**src/rtl/fetch_stage_if.sv**
```systemverilog
// fetch_stage_if: instruction-memory read bus between the fetch stage and instruction memory
interface fetch_stage_if #(parameter int IM_AW = 12);
  logic [IM_AW-1:0] im_addr;
  logic [31:0]      im_rdata;
  modport master(output im_addr, input im_rdata);
  modport slave(input im_addr, output im_rdata);
endinterface

```
**src/rtl/fetch_stage.sv**
```systemverilog
// fetch_stage: MIPS IF stage with PC, next-PC redirect select and IF/ID register
module fetch_stage #(
  parameter logic [31:0] RESET_PC = 32'h0000_3000,
  parameter int          IM_AW    = 12
) (
  input  logic                clk,
  input  logic                reset,
  input  logic                stall,
  input  logic                D_branch,
  input  logic                D_cmp_eq,
  input  logic                D_jal,
  input  logic                D_jr,
  input  logic [31:0]         D_rs_data,
  fetch_stage_if.master       im,
  output logic [31:0]         F_PC,
  output logic [31:0]         D_instr,
  output logic [31:0]         D_PC,
  output logic                D_npc_redirect
);
  logic [31:0] r_f_pc, r_d_instr, r_d_pc;
  logic [31:0] w_npc, w_imm, w_jr;
  logic        w_taken;
  // PC is always word aligned and RESET_PC is the memory base, so no borrow crosses bit 2
  assign im.im_addr     = r_f_pc[IM_AW+1:2] - RESET_PC[IM_AW+1:2];
  assign w_taken        = D_branch & D_cmp_eq;
  assign w_imm          = {{14{r_d_instr[15]}}, r_d_instr[15:0], 2'b00};
  assign w_jr           = D_rs_data & ~32'h3;
  assign D_npc_redirect = w_taken | D_jal | D_jr;
  assign F_PC           = r_f_pc;
  assign D_instr        = r_d_instr;
  assign D_PC           = r_d_pc;
  // next PC: branch over jal over jr over sequential fetch
  always_comb
    w_npc = w_taken ? r_d_pc + 32'd4 + w_imm :
            D_jal   ? {r_d_pc[31:28], r_d_instr[25:0], 2'b00} :
            D_jr    ? w_jr : r_f_pc + 32'd4;
  // PC and IF/ID register; stall freezes both so the redirect is re-evaluated next cycle
  always_ff @(posedge clk)
    if (reset) begin
      r_f_pc    <= RESET_PC;
      r_d_instr <= 32'h0;
      r_d_pc    <= RESET_PC;
    end else if (!stall) begin
      r_f_pc    <= w_npc;
      r_d_instr <= im.im_rdata;
      r_d_pc    <= r_f_pc;
    end
endmodule

```
**src/flat_wrapper.sv**
```systemverilog
// flat-port wrapper written by rule: the top's interface ports become plain ports
module fetch_stage_flat 
#(
  parameter logic [31:0] RESET_PC = 32'h0000_3000,
  parameter int          IM_AW    = 12
)
  (clk, reset, stall, D_branch, D_cmp_eq, D_jal, D_jr, D_rs_data, F_PC, D_instr, D_PC, D_npc_redirect, im_im_addr, im_im_rdata);
  fetch_stage_if #(.IM_AW(IM_AW)) im_i ();
  input  logic clk;
  input  logic reset;
  input  logic stall;
  input  logic D_branch;
  input  logic D_cmp_eq;
  input  logic D_jal;
  input  logic D_jr;
  input  logic [31:0] D_rs_data;
  output logic [31:0] F_PC;
  output logic [31:0] D_instr;
  output logic [31:0] D_PC;
  output logic D_npc_redirect;
  output wire logic [$bits(im_i.im_addr)-1:0] im_im_addr;
  input wire logic [$bits(im_i.im_rdata)-1:0] im_im_rdata;
  assign im_im_addr = im_i.im_addr;
  assign im_i.im_rdata = im_im_rdata;
  fetch_stage #(.RESET_PC(RESET_PC), .IM_AW(IM_AW)) u_core (.clk(clk), .reset(reset), .stall(stall), .D_branch(D_branch), .D_cmp_eq(D_cmp_eq), .D_jal(D_jal), .D_jr(D_jr), .D_rs_data(D_rs_data), .im(im_i), .F_PC(F_PC), .D_instr(D_instr), .D_PC(D_PC), .D_npc_redirect(D_npc_redirect));
endmodule
```
**config.mk**
```make
export PLATFORM = sky130hd
export DESIGN_NAME = fetch_stage_flat
export DESIGN_NICKNAME = d
export VERILOG_FILES = /design/src/rtl/fetch_stage_if.sv /design/src/rtl/fetch_stage.sv /design/src/flat_wrapper.sv
export SDC_FILE = /design/constraint.sdc
export NUM_CORES = 1
export LEC_CHECK = 0
export ABC_AREA = 1
export CAP_MARGIN = 25
export CELL_PAD_IN_SITES_DETAIL_PLACEMENT = 1
export CELL_PAD_IN_SITES_GLOBAL_PLACEMENT = 1
export CORE_UTILIZATION = 34
export DETAILED_ROUTE_END_ITERATION = 6
export GPL_TIMING_DRIVEN = 0
export PLACE_DENSITY = 0.91
export SYNTH_ARGS = -nofsm -noshare
export SYNTH_HDL_FRONTEND = slang
export SYNTH_SLANG_ARGS = --single-unit
```
**constraint.sdc**
```tcl
create_clock -name clk -period 2.52 [get_ports clk]
set_clock_uncertainty 0.1 [all_clocks]
set_input_delay 0.504 -clock clk [delete_from_list [all_inputs] [get_ports clk]]
set_output_delay 0.504 -clock clk [all_outputs]
set_load 0.01 [all_outputs]
```
# Word level (Yosys, flattened, before mapping)
# Index checks and enable logic that the tools add are counted.
# Widths: inputs -> output; s select.
# classes
add_sub_neg,4
mux,3
n_bitwise,3
# ops
cell,n
$mux 32,3
$add 32x3->32 const B,2
$add 32x32->32,1
$sub 12x12->12 const B,1
$or 1x1->1,2
$and 1x1->1,1
# totals
register_bits,96
in_bits,71
output_inout_bits,109
word_cells,13

# Longest topological paths before layout
# depth
word_depth,4
ltp_mapped,16

# Worst setup path before layout
# OpenSTA, ideal clock, no wires.
# synth_path
path_kind,register to register
from,register u_core.r_d_instr[15] (netlist: u_core.D_instr[15])
to,register u_core.r_f_pc[30] (netlist: u_core.F_PC[30])
setup_ps,117
t_arrival_ps,2180
t_required_ps,2303
slack_ps,123
stages_incl_launch_ff,13
path_buffers,0
synth_period_minus_slack_ps,2397
cell_sequence,dfxtp_1 ha_1 ha_1 nand2_1 inv_1 a21oi_1 nand2_1 a21oi_1 nand3_1 nand2_1 nor2_1 nor2_1 nor2_1
# synth_via
elab_chain_cells,2
# synth_lines
element,line_no,source
start: declaration,fetch_stage.sv:20,"logic [31:0] r_f_pc, r_d_instr, r_d_pc;"
start signal: assignment,fetch_stage.sv:45,r_d_instr <= im.im_rdata;
$add 32x32->32,fetch_stage.sv:34,w_npc = w_taken ? r_d_pc + 32'd4 + w_imm :
$mux 32,fetch_stage.sv:34,
end signal: assignment,fetch_stage.sv:44,r_f_pc <= w_npc;
end: declaration,fetch_stage.sv:20,
# No other way between the ends.
# A chain may end at the register's enable or synchronous reset.

# Final worst setup path
# Same ends and word-level chain as after synthesis.

==> run metrics <==
pwr dens=459 nW/µm²; max_cap viols=0; Synth Area per Inst=5.96 µm²; Yosys cell types=31; largest net degree at the start of global routing=18; final antenna-violating net count=0; status=finished clean; post-placement setup slack=-463 ps; total number of vias=9386; #FFs+latches synth=96; clock slew at reported path FFs=approximately 70 ps; critical path arrival=2650 ps; area post-placement=9610 µm²; I/O Pins=180; Synthesis Warnings=0; die height=151 µm; Rows=53; core area=21400 µm²; fraction of registers with async set/reset=0; Starting Density=0.351; post-DR wirelength/cell=between 20 and 25 µm; grt ovf=0; cell area after synthesis=between 7000 and 8000 µm²; CP Class=reg -> reg; switching share of power=0.369; vias in the first global route=9355; total power=4.80 mW; CP Max Fanout=8; clk sink count=96; worst hold slack=381 ps; die area=22700 µm²; PnR worst setup slack=70.0 ps; Placed Cells=1710; fin crit period=2450 ps; leakage=roughly 4.7 nW; Layout area overhead=39.4%; CTS tree=done; Worst Tran Pin Value=~900 ps; ant diodes=0; CTS root buffer=clkbuf_16; sequential area share after synthesis=0.256; nature of the critical path endpoint=flip-flop; P_sw=1.77 mW; class of the worst hold path=reg -> reg; RSZ-0062 raised after global routing=yes; hpwl dp=27.4 mm; register share of total power=0.376; Synth Flop Type=dfxtp_1; DR iter-0 viols=607; Setup crit start kind=flip-flop; peak supply drop=314 µV; gr usage total=0.305; Gate power share=0.338; final hold vios=0; DRC violations left=0; cell count after synthesis=1259; global-route wire length before repair=roughly 52 mm; most frequent cells in the layout=nand2_1 (338), clkdlybuf4s50_1 (175), nor2_1 (162); Max clock buf depth=2; share of cells above drive strength 1=0.106; Int Power=3.03 mW; top cell type by total area after synthesis=dfxtp_1; Layout Nets=roughly 1600; Finished Core Util=0.490; DIE WIDTH=roughly 150 µm; Post-Route WL=35.6 mm; gpl congestion=0.976; Layout Cells excl Fill=1734; filler cell count in the final layout=roughly 2800; Hold Path Depth=2; Final setup viols=0; Slew Limit Fails=0; EDFF count, synth=0; total CTS buffers=9; Clock power frac=0.286; Worst-Skew Late Latency=370 ps; most common cell after layout, fill and taps aside=nand2_1; area share of the largest cell type after synthesis=0.256; post-synthesis net count=about 1400; period utilization=0.972; slew margin rel.=0.405; synth top area cells=dfxtp_1 (26%), nand2_1 (18%), ha_1 (9.8%), nor2_1 (9.0%), inv_1 (7.8%); initial antenna violation count=0; Worst Reg2Reg Path Length in Cells=14; port bufs=176; Crit path required time=2720 ps; First-pass DRT Iterations=5; DR vias/cell=around 5.4; setup TNS=0 ps; Peak Freq=408 MHz; H-Tree Depth=3; final instance area=10500 µm²
registers in the layout, indices dropped and copies added, names as in the netlist:
register        flops
u_core.D_PC        32
u_core.D_instr     32
u_core.F_PC        32
kinds of logic after synthesis:
group / share of synthesized area
XOR/XNOR: 0.0257
AND/OR/NAND/NOR: 0.352
adder cells (fa/ha/maj): 0.101
flip-flops: 0.256
buffers and inverters: 0.114
AO/OA/AOI/OAI: 0.151
synth_stat cells (2+ instances only):
cell      instances
nand2_1         352
nor2_1          179
inv_1           156
o21ai_0         107
a21oi_1          96
dfxtp_1          96
nand3_1          81
ha_1             59
clkbuf_1         44
xor2_1           15
buf_4            10
nor2_4            8
xnor2_1           7
a31oi_1           6
nand2_2           5
nand3b_1          5
nand4_1           5
o21ai_1           5
buf_2             3
clkinv_1          3
o211ai_1          3
and2_1            2
nor2_2            2
o21bai_1          2
or2_2             2
routing by layer:
metal / vias up / wire length [µm] / part of all wire / global-route usage
li1: 4389 / - / - / -
met5: - / 0 / 0 / 0
met3: 111 / 2160 / 0.060 / 0.0527
met1: 4478 / 14800 / 0.42 / 0.376
met2: 408 / 16900 / 0.47 / 0.512
met4: 0 / 1770 / 0.050 / 0.143
worst paths after layout:
check                           from         endpoint  slack, ps
setup reg to reg  u_core.D_instr[15]  u_core.F_PC[30]         70
setup / recovery  u_core.D_instr[15]  u_core.F_PC[30]         70
hold / removal        u_core.D_PC[1]   u_core.D_PC[1]        380
hold reg to reg       u_core.D_PC[1]   u_core.D_PC[1]        380
critical path, cell delays in order (launching register included):
cell and delay, ps:
dfxtp_4 390, buf_6 160, buf_4 150, ha_1 330
ha_4 310, inv_2 50, o21ai_0 230, nor2_1 90
nand2_1 80, a21oi_2 40, nand3_1 70, nand2_1 60
nor2_2 150, nor2_1 60, nor2_1 90
power by group through the flow:
stage          sequential, mW  clock, mW  combinational (mW)
2_1_floorplan            1.81          0               0.700
3_3_place_gp             1.83          0                1.35
3_5_place_dp             1.83          0                1.40
4_1_cts                  1.80       1.36                1.44
5_1_grt                  1.81       1.41                1.76
6_report                 1.81       1.37                1.62
layout make-up:
type	instances	area (µm²)	area share
Buffer	58	273	0.0261
Clock buffer	9	225	0.0215
Clock inverter	7	53.8	0.00514
Inverter	159	598	0.0572
Multi-Input combinational cell	946	5190	0.496
Sequential cell	96	1960	0.187
Tap cell	275	344	0.0329
Timing Repair Buffer	184	1820	0.174
timing repair:
action                                  in CTS  in global routing
gates resized for setup                     26                105
pin swaps                                    3                  7
buffers inserted                             4                  4
hold buffers                                 0                  0
endpoints found under the setup margin      21                 21
(Power assumes the default switching activity.)
